[src/rtl/execution_sequencer.sv]
// execution_sequencer
// Issues decoded instructions onto the execution datapath, one at a time
// through a valid/ready handshake.
//  - Single-cycle ops (add/sub/slt) write back on the cycle after acceptance.
//  - Multiplies start the multiplier, then write back after MUL_LATENCY cycles.
//  - Divides start the divider, then write back after divDone, or raise an
//    error if divDone does not arrive within DIV_TIMEOUT cycles.
//  - Writes to x0 are suppressed. Decode errors, illegal selects and divider
//    timeouts set a sticky errorFlag.
// Ports:
//  clk, reset              clock, synchronous active-high reset
//  instrValid/instrReady   decoder handshake
//  resultSelectIn          0 add/sub, 1 mul, 2 div, 3 rem, 5 slt (4,6,7 illegal)
//  writeSelectIn           destination register
//  writeEnableIn           instruction writes rd
//  decodeError             decoder error flag
//  divDone                 divider result valid pulse
//  mulStart/divStart       one-cycle start pulses
//  regWriteEnable/Addr     register file write port
//  resultSelectOut         result mux select, held between acceptances
//  busy                    multi-cycle operation in flight
//  errorFlag               sticky error
module execution_sequencer #(
  parameter int REGADDR_W   = 5,
  parameter int RSEL_W      = 3,
  parameter int MUL_LATENCY = 3,
  parameter int DIV_TIMEOUT = 64
) (
  input  logic                 clk,
  input  logic                 reset,
  input  logic                 instrValid,
  output logic                 instrReady,
  input  logic [RSEL_W-1:0]    resultSelectIn,
  input  logic [REGADDR_W-1:0] writeSelectIn,
  input  logic                 writeEnableIn,
  input  logic                 decodeError,
  input  logic                 divDone,
  output logic                 mulStart,
  output logic                 divStart,
  output logic                 regWriteEnable,
  output logic [REGADDR_W-1:0] regWriteAddr,
  output logic [RSEL_W-1:0]    resultSelectOut,
  output logic                 busy,
  output logic                 errorFlag
);

  localparam int CNT_MAX = (MUL_LATENCY > DIV_TIMEOUT) ? MUL_LATENCY : DIV_TIMEOUT;
  localparam int CNT_W   = $clog2(CNT_MAX + 1);

  localparam logic [RSEL_W-1:0] SEL_ADD = RSEL_W'(0);
  localparam logic [RSEL_W-1:0] SEL_MUL = RSEL_W'(1);
  localparam logic [RSEL_W-1:0] SEL_DIV = RSEL_W'(2);
  localparam logic [RSEL_W-1:0] SEL_REM = RSEL_W'(3);
  localparam logic [RSEL_W-1:0] SEL_SLT = RSEL_W'(5);

  typedef enum logic [1:0] {S_IDLE, S_MUL_WAIT, S_DIV_WAIT} state_e;

  state_e                state_q;
  logic [CNT_W-1:0]      cnt_q;
  logic                  wb_en_q;     // latched rd write enable, x0 already masked
  logic [REGADDR_W-1:0]  addr_q;
  logic [RSEL_W-1:0]     rsel_q;
  logic                  mul_start_q, div_start_q, reg_we_q, err_q;
  logic                  wb_en_d;
  logic                  sel_legal;

  assign wb_en_d   = writeEnableIn && (writeSelectIn != '0);
  assign sel_legal = (resultSelectIn == SEL_ADD) || (resultSelectIn == SEL_MUL) ||
                     (resultSelectIn == SEL_DIV) || (resultSelectIn == SEL_REM) ||
                     (resultSelectIn == SEL_SLT);

  // Reset gates ready directly so the decoder sees 0 for the whole reset window.
  assign instrReady      = !reset && (state_q == S_IDLE);
  assign busy            = (state_q != S_IDLE);
  assign mulStart        = mul_start_q;
  assign divStart        = div_start_q;
  assign regWriteEnable  = reg_we_q;
  assign regWriteAddr    = addr_q;
  assign resultSelectOut = rsel_q;
  assign errorFlag       = err_q;

  always_ff @(posedge clk) begin
    if (reset) begin
      state_q     <= S_IDLE;
      cnt_q       <= '0;
      wb_en_q     <= 1'b0;
      addr_q      <= '0;
      rsel_q      <= '0;
      mul_start_q <= 1'b0;
      div_start_q <= 1'b0;
      reg_we_q    <= 1'b0;
      err_q       <= 1'b0;
    end else begin
      mul_start_q <= 1'b0;
      div_start_q <= 1'b0;
      reg_we_q    <= 1'b0;
      case (state_q)
        S_IDLE: begin
          if (instrValid) begin
            rsel_q  <= resultSelectIn;
            addr_q  <= writeSelectIn;
            wb_en_q <= wb_en_d;
            if (decodeError || !sel_legal) begin
              err_q <= 1'b1;
            end else begin
              case (resultSelectIn)
                SEL_MUL: begin
                  // Counter runs MUL_LATENCY wait cycles, exiting when it hits 0.
                  mul_start_q <= 1'b1;
                  cnt_q       <= CNT_W'(MUL_LATENCY - 1);
                  state_q     <= S_MUL_WAIT;
                end
                SEL_DIV, SEL_REM: begin
                  div_start_q <= 1'b1;
                  cnt_q       <= CNT_W'(DIV_TIMEOUT - 1);
                  state_q     <= S_DIV_WAIT;
                end
                default: reg_we_q <= wb_en_d;   // add/sub/slt
              endcase
            end
          end
        end
        S_MUL_WAIT: begin
          if (cnt_q == '0) begin
            reg_we_q <= wb_en_q;
            state_q  <= S_IDLE;
          end else begin
            cnt_q <= cnt_q - 1'b1;
          end
        end
        S_DIV_WAIT: begin
          // divDone coinciding with our own divStart pulse is stale; ignore it.
          if (divDone && !div_start_q) begin
            reg_we_q <= wb_en_q;
            state_q  <= S_IDLE;
          end else if (cnt_q == '0) begin
            err_q   <= 1'b1;
            state_q <= S_IDLE;
          end else begin
            cnt_q <= cnt_q - 1'b1;
          end
        end
        default: state_q <= S_IDLE;
      endcase
    end
  end

endmodule

[config.mk]
export PLATFORM = sky130hd
export DESIGN_NAME = execution_sequencer
export DESIGN_NICKNAME = d
export VERILOG_FILES = /design/src/rtl/execution_sequencer.sv
export SDC_FILE = /design/constraint.sdc
export NUM_CORES = 1
export LEC_CHECK = 0
export CAP_MARGIN = 30
export CORE_MARGIN = 8
export CORE_UTILIZATION = 52
export CTS_BUF_LIST = sky130_fd_sc_hd__clkbuf_4 sky130_fd_sc_hd__clkbuf_8 sky130_fd_sc_hd__clkbuf_16
export CTS_CLUSTER_DIAMETER = 100
export CTS_CLUSTER_SIZE = 25
export DETAILED_ROUTE_END_ITERATION = 8
export GPL_TIMING_DRIVEN = 0
export PLACE_DENSITY = 0.87
export SLEW_MARGIN = 15
export SYNTH_ARGS = -nofsm -noshare
export SYNTH_HDL_FRONTEND = slang
export SYNTH_SLANG_ARGS = --single-unit
[constraint.sdc]
create_clock -name clk -period 3.4 [get_ports clk]
set_input_delay 0.51 -clock clk [delete_from_list [all_inputs] [get_ports clk]]
set_output_delay 0.51 -clock clk [all_outputs]
set_load 0.01 [all_outputs]
==> impl_metrics.tcl <==
set metrics [dict create \
    yosysTopAreaCell "dfxtp_1" \
    reported_max_cap_violation_count 0 \
    tritoncts "yes" \
    drv_slew 0 \
    cts-root-to-sink-buffers 2 \
    detailed_place.area_um2 1480 \
    cp_startpoint_kind "input port" \
    ys_warn_count 0 \
    die-width_um 63.8 \
    switching_share 0.376 \
    firstDrtPassIters 4 \
    later_pin_clock_latency_in_the_skew_report_ns 0.32 \
    yosysMostFrequentCell "dfxtp_1" \
    holdCritStartpoint "regWriteAddr[0]" \
    routed-via-count 1227 \
    async_reset_ff_frac 0 \
    tightestPinTransition_ns 0.613 \
    grt_start_max_net_pins 13 \
    wl_per_cell_um 16.7 \
    synth_common_cells "dfxtp_1, nand2_1, inv_1" \
    most_frequently_used_flop_master_after_synthesis "dfxtp_1" \
    timing.clock.skew_ns 0.00175 \
    worst_slew_margin_rel 0.586 \
    clock_share_of_power 0.187 \
    dieArea_um2 4070 \
    drt_drc_violations_left 0 \
    net-switching-power_w 0.000304 \
    worst-path-max-fanout 10 \
    worstPathArrival_ns 2.13 \
    post-cts-setup-buffers 0 \
    critical_path_required_time_ns 2.89 \
    io_buffer_count 26 \
    power.ir.vdd_worst_mv 0.429 \
    end_kind "primary output" \
    critical_path_class "in -> out" \
    post_synth_edffs 0 \
    floorplan.initialDensity 0.543 \
    total_leakage_power_nw 0.570 \
    worst_setup_path_startpoint "reset" \
    cts_buffers 3 \
    powerDensity_nw_per_um2 533 \
    ys_top_cells_by_area "dfxtp_1, nand2_1, ha_1" \
    cts.sinks 22 \
    core_region_area_um2 2190 \
    top_ports 28 \
    hp-class "reg -> reg" \
    via_per_inst 6.04 \
    final_cell_count_no_fill 203 \
    share_comb_of_total_power 0.424 \
    synthesis.area_per_instance_um2 8.20 \
    antennaDiodeCount 0 \
    syn-cell-area_um2 1190 \
    grt_remaining_overflow 0 \
    timing.final.crit_share 0.776 \
    reg2reg_from "state_q[0]" \
    clk_root_buffer_cell "clkbuf_4" \
    setup_tns_ns 0 \
    cts_repair_resize_count 0 \
    post_route_cells_drive_above_1_share 0.0571 \
    final-hold-violation-count 0 \
    drt_wl_total_um 3400 \
    synth_largest_type_area_fraction 0.371 \
    grt_antenna_before_repair 0 \
    synthesis.instances 145 \
    hold_buffers 0 \
    setup_violations 0 \
    place.detailed.instances 199 \
    height_of_the_chip_um 63.8 \
    clkTransAtPathRegs_ns 0.13 \
    flops_latches_synth 22 \
    detailed_place_hpwl_um 2520 \
    result_of_the_run "finished clean" \
    cts_htree_levels 1 \
    first_global_vias 1269 \
    achievable-frequency_mhz 379 \
    rows 17 \
    synthToLayoutAreaGrowth_pct 27.9 \
    gr-usage-all-layers 0.171 \
    grt_pass1_wl_um 5830 \
    pwr-share-seq 0.389 \
    setup_repair_after_global_routing_missed_its_margin "false" \
    nets 196 \
    cellInternalPower_w 0.000506 \
    initialDrtViolationCount 83 \
    synth_nets 165 \
    route.antenna.remaining_nets 0 \
    fin_worst_hold_slack_ns 0.464 \
    synth.yosys.seq_area_share 0.371 \
    synthDistinctLibCells 38 \
    finalInstanceArea_um2 1520 \
    layout_min_cycle_time_ns 2.64 \
    fin_util 0.694 \
    gp_congestion 0.924 \
]
==> final cells by class <==
class	instances	area, µm²
Inverter	12	45.0
Sequential cell	22	440
Buffer	5	20.0
Clock buffer	4	36.3
Fill cell	190	671
Timing Repair Buffer	26	260
Multi-Input combinational cell	106	683
Tap cell	28	35.0
==> power by group through the flow <==
stage          logic [W]  registers (W)  clock network, W
5_1_grt         0.000378       0.000319          0.000166
3_5_place_dp    0.000337       0.000320                 0
2_1_floorplan   0.000219       0.000321                 0
6_report        0.000344       0.000315          0.000151
3_3_place_gp    0.000326       0.000318                 0
4_1_cts         0.000341       0.000315          0.000152
==> flip-flops by register name, summed over array words and instances, names as in the netlist, 2 cells and up <==
| register | count |
|---|---|
| state_q | 2 |
| resultSelectOut | 3 |
| regWriteAddr | 5 |
| cnt_q | 7 |
==> per-layer routing <==
metal | part of all wire | GRT usage | up-vias
met5 | 0 | 0 | -
met4 | 0.014 | 0.0613 | 0
met3 | 0.091 | 0.0592 | 5
met2 | 0.49 | 0.295 | 57
met1 | 0.41 | 0.189 | 576
li1 | - | - | 589
==> worst paths after layout <==
path,to,slack (ns),cells after the start
hold / removal,regWriteAddr[0],0.46,2
setup reg to reg,cnt_q[4],1.53,6
setup / recovery,instrReady,0.76,4
hold reg to reg,regWriteAddr[0],0.46,2
==> through the flow <==
stage / power (W) / setup WS [ns]
global placement: 0.000643 / 0.820
CTS: 0.000808 / 0.767
detailed placement: 0.000658 / 0.795
floorplan: 0.000540 / 1.65
finish: 0.000810 / 0.762
global route: 0.000863 / 0.702
==> kinds of logic (layout without fill, tap and decap cells) <==
| family | count (synthesis) | in the layout | share of synthesized area |
|---|---|---|---|
| buf+inv | 17 | 47 | 0.0547 |
| xor+xnor | 1 | 1 | 0.00737 |
| simple gates | 57 | 57 | 0.253 |
| flops | 22 | 22 | 0.371 |
| compound gates | 42 | 42 | 0.252 |
| fa+ha+maj | 6 | 6 | 0.0632 |
==> cells in the final DEF, fill, tap and decap left out, types with 3 or more instances in the layout <==
| cell type | synthesis | layout |
|---|---|---|
| clkdlybuf4s50_1 | 0 | 26 |
| dfxtp_1 | 22 | 22 |
| nand2_1 | 21 | 21 |
| inv_1 | 12 | 12 |
| a21oi_1 | 11 | 11 |
| nor2_1 | 8 | 8 |
| ha_1 | 6 | 6 |
| nor2b_1 | 5 | 5 |
| a31oi_1 | 5 | 5 |
| clkbuf_1 | 4 | 4 |
| o31ai_1 | 4 | 4 |
| nand2b_1 | 4 | 4 |
| o21ai_0 | 4 | 4 |
| o41ai_1 | 3 | 3 |
| nor3_1 | 3 | 3 |
| o311ai_0 | 3 | 3 |
| clkbuf_4 | 0 | 3 |
==> critical path, stage by stage <==
cell and delay (ns):
clkdlybuf4s50_1 0.64, clkbuf_1 0.40, nor2_1 0.08, clkdlybuf4s50_1 0.50
(Power assumes the default switching activity.)
